## src/rtl/uart_rx_fifo.sv

```systemverilog
// UART receiver (8N1, or 8E1 when UART_RX_PARITY_EN is defined) with midpoint
// sampling, feeding a first-word-fall-through receive FIFO with sticky error flags.
module uart_rx_fifo #(
    parameter int CLKS_PER_BIT = 16,
    parameter int FIFO_DEPTH   = 4
) (
    input  logic       clk,
    input  logic       rst,
    input  logic       rx,
    input  logic       rd_en,
    input  logic       err_clr,
    output logic [7:0] dout,
    output logic       rd_rdy,
    output logic       frame_err,
    output logic       overrun,
    output logic       rx_busy
);
    localparam int CNTW = $clog2(CLKS_PER_BIT);
    localparam int PW   = $clog2(FIFO_DEPTH);
    localparam int CW   = PW + 1;
    localparam logic [CNTW-1:0] CNT_LAST = CNTW'(CLKS_PER_BIT - 1);
    localparam logic [CNTW-1:0] CNT_MID  = CNTW'(CLKS_PER_BIT / 2 - 1);
    localparam logic [CW-1:0]   CNT_FULL = CW'(FIFO_DEPTH);

    typedef enum logic [2:0] {
        S_IDLE,
        S_START,
        S_DATA,
`ifdef UART_RX_PARITY_EN
        S_PARITY,
`endif
        S_STOP,
        S_WAIT_HI
    } state_t;

    state_t          state, state_nxt;
    logic            rx_meta, rx_s;
    logic [CNTW-1:0] cnt, cnt_nxt;
    logic [2:0]      bit_idx, bit_idx_nxt;
    logic [7:0]      shreg, shreg_nxt;
    logic            cnt_done, par_ok, push_req, frame_set;

    assign cnt_done = (cnt == CNT_LAST);

`ifdef UART_RX_PARITY_EN
    logic par_bit, par_nxt;
    // Even parity: data bits plus parity bit must XOR to zero.
    assign par_ok = ~(^{shreg, par_bit});
    always_ff @(posedge clk) begin
        if (rst) par_bit <= 1'b0;
        else     par_bit <= par_nxt;
    end
`else
    assign par_ok = 1'b1;
`endif

    always_ff @(posedge clk) begin
        if (rst) begin
            rx_meta <= 1'b1;
            rx_s    <= 1'b1;
            state   <= S_IDLE;
            cnt     <= '0;
            bit_idx <= '0;
            shreg   <= '0;
        end else begin
            rx_meta <= rx;
            rx_s    <= rx_meta;
            state   <= state_nxt;
            cnt     <= cnt_nxt;
            bit_idx <= bit_idx_nxt;
            shreg   <= shreg_nxt;
        end
    end

    always_comb begin
        state_nxt   = state;
        cnt_nxt     = cnt;
        bit_idx_nxt = bit_idx;
        shreg_nxt   = shreg;
        push_req    = 1'b0;
        frame_set   = 1'b0;
`ifdef UART_RX_PARITY_EN
        par_nxt     = par_bit;
`endif
        case (state)
            S_IDLE: begin
                cnt_nxt = '0;
                if (!rx_s) state_nxt = S_START;
            end
            S_START: begin
                if (cnt == CNT_MID) begin
                    cnt_nxt     = '0;
                    bit_idx_nxt = '0;
                    state_nxt   = rx_s ? S_IDLE : S_DATA;
                end else begin
                    cnt_nxt = cnt + 1'b1;
                end
            end
            S_DATA: begin
                if (cnt_done) begin
                    cnt_nxt     = '0;
                    shreg_nxt   = {rx_s, shreg[7:1]};
                    bit_idx_nxt = bit_idx + 1'b1;
`ifdef UART_RX_PARITY_EN
                    if (bit_idx == 3'd7) state_nxt = S_PARITY;
`else
                    if (bit_idx == 3'd7) state_nxt = S_STOP;
`endif
                end else begin
                    cnt_nxt = cnt + 1'b1;
                end
            end
`ifdef UART_RX_PARITY_EN
            S_PARITY: begin
                if (cnt_done) begin
                    cnt_nxt   = '0;
                    par_nxt   = rx_s;
                    state_nxt = S_STOP;
                end else begin
                    cnt_nxt = cnt + 1'b1;
                end
            end
`endif
            S_STOP: begin
                if (cnt_done) begin
                    cnt_nxt = '0;
                    if (rx_s && par_ok) begin
                        push_req  = 1'b1;
                        state_nxt = S_IDLE;
                    end else begin
                        // A low stop bit means the line may be in break; wait for it to rise.
                        frame_set = 1'b1;
                        state_nxt = rx_s ? S_IDLE : S_WAIT_HI;
                    end
                end else begin
                    cnt_nxt = cnt + 1'b1;
                end
            end
            S_WAIT_HI: begin
                if (rx_s) state_nxt = S_IDLE;
            end
            default: state_nxt = S_IDLE;
        endcase
    end

    logic [7:0]    mem [FIFO_DEPTH];
    logic [PW-1:0] wr_ptr, rd_ptr;
    logic [CW-1:0] count;
    logic          full, pop, push;

    assign full   = (count == CNT_FULL);
    assign rd_rdy = (count != '0);
    assign pop    = rd_en & rd_rdy;
    // A pop in the same cycle frees the slot, so a full FIFO can still accept.
    assign push   = push_req & (~full | pop);
    assign dout   = mem[rd_ptr];

    always_ff @(posedge clk) begin
        if (rst) begin
            for (int i = 0; i < FIFO_DEPTH; i++) mem[i] <= '0;
            wr_ptr    <= '0;
            rd_ptr    <= '0;
            count     <= '0;
            frame_err <= 1'b0;
            overrun   <= 1'b0;
        end else begin
            if (push) begin
                mem[wr_ptr] <= shreg;
                wr_ptr      <= wr_ptr + 1'b1;
            end
            if (pop) rd_ptr <= rd_ptr + 1'b1;
            if (push && !pop)      count <= count + 1'b1;
            else if (pop && !push) count <= count - 1'b1;
            if (frame_set)    frame_err <= 1'b1;
            else if (err_clr) frame_err <= 1'b0;
            if (push_req && !push) overrun <= 1'b1;
            else if (err_clr)      overrun <= 1'b0;
        end
    end

    assign rx_busy = (state != S_IDLE);
endmodule

```

## config.mk

```make
export PLATFORM = sky130hd
export DESIGN_NAME = uart_rx_fifo
export DESIGN_NICKNAME = d
export VERILOG_FILES = /design/src/rtl/uart_rx_fifo.sv
export SDC_FILE = /design/constraint.sdc
export NUM_CORES = 1
export LEC_CHECK = 0
export CAP_MARGIN = 20
export CORE_MARGIN = 5
export CORE_UTILIZATION = 25
export DETAILED_ROUTE_END_ITERATION = 16
export GPL_TIMING_DRIVEN = 0
export PLACE_DENSITY = 0.45
export SLEW_MARGIN = 0
export SYNTH_ARGS = -nofsm -noshare
export SYNTH_HDL_FRONTEND = slang
export SYNTH_SLANG_ARGS = --single-unit
```

## constraint.sdc

```tcl
create_clock -name clk -period 4.07 [get_ports clk]
set_clock_uncertainty 0.1 [all_clocks]
set_input_delay 0.814 -clock clk [delete_from_list [all_inputs] [get_ports clk]]
set_output_delay 0.814 -clock clk [all_outputs]
set_load 0.05 [all_outputs]
```

Yosys cells after proc, flatten, opt, wreduce, memory -nomap -nowiden. Memory sizes are Yosys's and may differ from the RTL's. A register that Yosys moved wholly into a read port is not among the register bits. Cells that the tools add are included. Widths: inputs -> output; s select.

Flip-flop bits (word level): 29. Input bits: 5. RAM bits: 32. Logic and storage cells: 90. Output and inout port bits: 12. Memories kept: 1.

Bitwise gates (word level): 4. Equal/unequal tests: 14. Reduce and logical (&&, ||, !) cells: 18. Add/subtract/negate cells: 6. Mux-type cells: 36.

Memories: mem (words 4, bits a word 8, rd ports 1, clocked after Yosys merged registers in 1, write ports 4, RTL line 146) `logic [7:0] mem [FIFO_DEPTH];`.

Operators with widths (number): $mux 3 (11); $mux 1 (15); $pmux 3 s5 (1); $ne 2x2->1 const B (6); $pmux 4 s3 (1); $eq 3x3->1 const B (3); $reduce_bool 3->1 (3); $mux 2 (4); $mux 4 (2); $mux 8 (1); $reduce_bool 2->1 (4); $reduce_or 8->1 (1); $add 3x1->3 const B (2); $eq 3x2->1 const B (2); $pmux 3 s2 (1); $reduce_and 6->1 (1); $add 2x1->2 const B (2); $add 4x1->4 const B (1); $eq 4x3->1 const B (1); $eq 4x4->1 const B (1); $eq 3x1->1 const B (1); $logic_and 1x1->1 (3); $logic_not 3->1 (1); $reduce_and 3->1 (1); 7 further kinds (9).

Longest topological paths before layout.
Depth after elaboration: 9. Gate-level depth with buffers: 9. Mapped depth without buffers: 9.

Worst setup path before layout. OpenSTA, ideal clock, no wires.

Path kind: input to register. Start: input port rd_en. End: register count[2]. Arrival: 2.506 ns. Stages: 8. Library setup time: 0.071 ns. Data required time: 3.899 ns. Path slack: 1.393 ns. Path buffers: 0. Path through: nor4b_2 nor4_2 ha_1 inv_1 fa_1 xor2_1 or3_1 a21oi_1.

Word-level cells in the longest chain between the ends: 6. Elaborated cells between the ends (all ways): 9. Those cells by class: 1 x mux; 3 x bitwise; 5 x reduce/logical.

Ends and longest elaborated chain: start: declaration (RTL line 10) `input logic rd_en,`; $and 1x1->1 * (RTL line 153) `assign pop = rd_en & rd_rdy;`; $or 1x1->1 * (RTL line 155) `assign push = push_req & (~full | pop);`; $and 1x1->1 * (RTL line 155); via push (RTL line 149) `logic full, pop, push;`; $logic_not 1->1 (RTL line 173) `else if (pop && !push) count <= count - 1'b1;`; $logic_and 1x1->1 (RTL line 173); $reduce_bool 2->1 (no line); end signal: assignment (RTL line 172) `if (push && !pop) count <= count + 1'b1;`; end signal: assignment (RTL line 173); end: declaration (RTL line 148) `logic [CW-1:0] count;`.

The timed path passes the listed nets; every way through them passes the cells marked *. A chain may end at the register's enable or synchronous reset.

==> out/results.txt <==
outcome = complete, no violations
reg2reg end = count[2]
kind of cell adding the most delay to the critical path = buffers and inverters
type of the tightest min-delay check = reg -> reg
cells resized by post-CTS repair = 0
layout-stage area growth over the synthesis result = 21.8%
All-Layer GR Usage = 10.4%
critical path peak fanout = 8
number of setup violations in the final report = 0
P per Cell Area = 528 nW/µm²
combined buffer and inverter count along the critical path = 2
total wire length after detailed routing = 6840 µm
share of the yosys chip area belonging to registers = 54.8%
max-slew violation count = 0
number of nets in the final layout = 293
post-cts hold buffer count = 0
top cells by area in the synthesized netlist = sky130_fd_sc_hd__edfxtp_1, sky130_fd_sc_hd__dfxtp_1, sky130_fd_sc_hd__mux4_2
Relative slew margins = 49.9%
number of buffers added on ports = 16
critical path data arrival time = 2510 ps
antenna cell count = 0
number of antenna violations at the first check in global routing = 0
remaining design rule violation count = 0
clk root buf = sky130_fd_sc_hd__clkbuf_16
number of global-route vias before repair = 2,073
cells along the critical path = clkbuf_1, mux4_2, clkdlybuf4s50_1
worst stage delay on the critical path = 720 ps
height of the die = 117 µm
startpoint-to-endpoint class of the critical path = reg -> out
Final HPWL DP = 4630 µm
leakage component of the power = 0.00111 µW
required time at the endpoint of the critical path = 3160 ps
Reg2Reg Launch Point = cnt[0]
share of layout cells above drive strength 1 = 12.8%
number of cells traversed by the worst register-to-register path = 9
Syn Std Cell Area = 2890 µm²
detailed-route vias per instance = 4.79
most used cells in the layout excluding fill and tap cells = sky130_fd_sc_hd__edfxtp_1, sky130_fd_sc_hd__dfxtp_1, sky130_fd_sc_hd__nor3_1, sky130_fd_sc_hd__nor4_1, sky130_fd_sc_hd__clkdlybuf4s50_1
startpoint type of the worst setup path = register
share of the clock period used by the worst path after layout = 84.2%
timing-limited maximum frequency = 292 MHz
number of standard cells after synthesis = 256
number of antenna-violating nets in the routed design = 0
first-pass iteration count of the detailed router = 4
Max Cap Viol = 0
global routing met1 resource utilization = 13.8%
number of clock sinks seen by CTS = 63
Post-Route Setup TNS = 0 ps
share of flip-flops with an asynchronous set or reset after synthesis = 0%
largest net degree at the start of global routing = 12
global-route wire length before repair = 11,400 µm
number of enable-type register cells in the synthesized netlist = 32
die outline area = 13,800 µm²
Mapped Avg Cell Area = 11.3 µm²
gp weighted congestion = 0.733
chip width = 117 µm
CTS clk-pin slew, worst paths = 50 ps
shortest clock period the worst path allows after layout = 3430 ps
number of top-level pins = 17
Post-Synthesis Net Count = 266
H-tree levels = 3
Clock Latency Late Sink = 320 ps
total via count after detailed routing = 2,065
total core area = 11,400 µm²
crit end category = primary output
Worst VDD drop = 0.218 mV
total of warnings raised by yosys = 0
global-route met3 utilization = 2.55%
average wire length per cell after detail routing = 15.9 µm
worst-case clock buffer depth = 2
Unique masters post-synth = 49
area share of the largest cell type after synthesis = 33.3%
top_reg_cell synth = sky130_fd_sc_hd__edfxtp_1
critical path depth in cells = 3
initial core utilization = 25.4%
unrepaired setup endpoints after global routing = false
number of flip-flops and latches in the synthesized netlist = 63
post-CTS setup-driven buffer insertion count = 0
total congestion overflow = 0
number of buffers added by the clock tree synthesis step = 9
most common library cell in the layout ignoring fill and taps = sky130_fd_sc_hd__edfxtp_1
capturing element of the worst setup path = dout[0]
met2 global-route usage = 16.5%
global routing's busiest layer = met2
dominant cell type by area after synthesis = sky130_fd_sc_hd__edfxtp_1
TritonCTS clock tree = done
final total power = 1860 µW
std cell rows = 39
drt initial violations = 92
number of failing hold endpoints at the final stage = 0
worst reg2reg setup slack = 1190 ps
actual transition at the worst max-transition pin = 752 ps
Worst path slowest cell = sky130_fd_sc_hd__clkdlybuf4s50_1
==> cell families after synthesis <==
logic type | share of synthesized area (%)
buffers and inverters | 5.16
AOI/OAI and AO/OA | 9.54
xor gates and xnor gates | 1.82
and+or+nand+nor | 18.6
adders and majority gates | 2.43
DFF | 54.8
muxes | 7.72
==> routing by layer <==
metal	part of all wire [%]	routed length (µm)
met1	47	3240
met2	49	3330
met4	0.53	36
met5	0	0
met3	3.5	240
==> synth_stat cells (4+ instances only) <==
master / n
sky130_fd_sc_hd__nand2_1: 7
sky130_fd_sc_hd__dfxtp_1: 31
sky130_fd_sc_hd__xor2_1: 4
sky130_fd_sc_hd__a211oi_1: 4
sky130_fd_sc_hd__mux4_2: 8
sky130_fd_sc_hd__nor4_1: 17
sky130_fd_sc_hd__a21oi_1: 14
sky130_fd_sc_hd__nand3_1: 11
sky130_fd_sc_hd__inv_1: 15
sky130_fd_sc_hd__o21ai_0: 10
sky130_fd_sc_hd__nor3_1: 18
sky130_fd_sc_hd__edfxtp_1: 32
sky130_fd_sc_hd__clkbuf_1: 14
sky130_fd_sc_hd__ha_1: 4
sky130_fd_sc_hd__nor2_1: 11
sky130_fd_sc_hd__nand2b_1: 6
==> state kept, by name, indices dropped and copies added (netlist names), named ones only <==
| name | count |
|---|---|
| bit_idx | 3 |
| cnt | 4 |
| count | 3 |
| frame_err | 1 |
| mem | 32 |
| overrun | 1 |
| rd_ptr | 2 |
| rx_meta | 1 |
| rx_s | 1 |
| shreg | 8 |
| state | 3 |
| wr_ptr | 2 |
==> per-stage QoR <==
| step | cells | cell area, µm² | util, % | hold WS (ps) | setup WS [ps] |
|---|---|---|---|---|---|
| after global placement | 415 | 3230 | 28.4 | 301 | 639 |
| after detailed placement | 415 | 3230 | 28.4 | 295 | 619 |
| after floorplan | 256 | 2890 | - | 289 | 1390 |
| final | 431 | 3510 | 30.9 | 308 | 643 |
| after global routing | 431 | 3510 | 30.9 | 319 | 487 |
| after CTS | 431 | 3510 | 30.9 | 312 | 570 |
==> cell type report <==
cell class,count,area (µm²)
timing repair buffer,16,160
clock buffer,9,225
multi-input combinational,158,1160
inverter,15,56.3
sequential,63,1580
clock inverter,7,63.8
tap,143,179
fill,1179,7860
buffer,20,92.6
==> power by group <==
part / switching (µW) / internal, µW / leakage, µW
registers: 31.5 / 704 / 0.000581
logic: 234 / 155 / 0.000392
clock network: 263 / 468 / 0.000140
total: 529 / 1330 / 0.00111
==> worst min-delay path by stage <==
stage	from	endpoint	slack (ps)	cells after the start
after floorplan	rx_meta	rx_s	290	1
after global placement	rx_meta	rx_s	300	1
after detailed placement	rx_meta	rx_s	290	1
after CTS	rx_meta	rx_s	310	1
after global routing	rx_meta	rx_s	320	1
final	rx_meta	rx_s	310	1
Note: power is estimated with default switching activity, not from simulation.
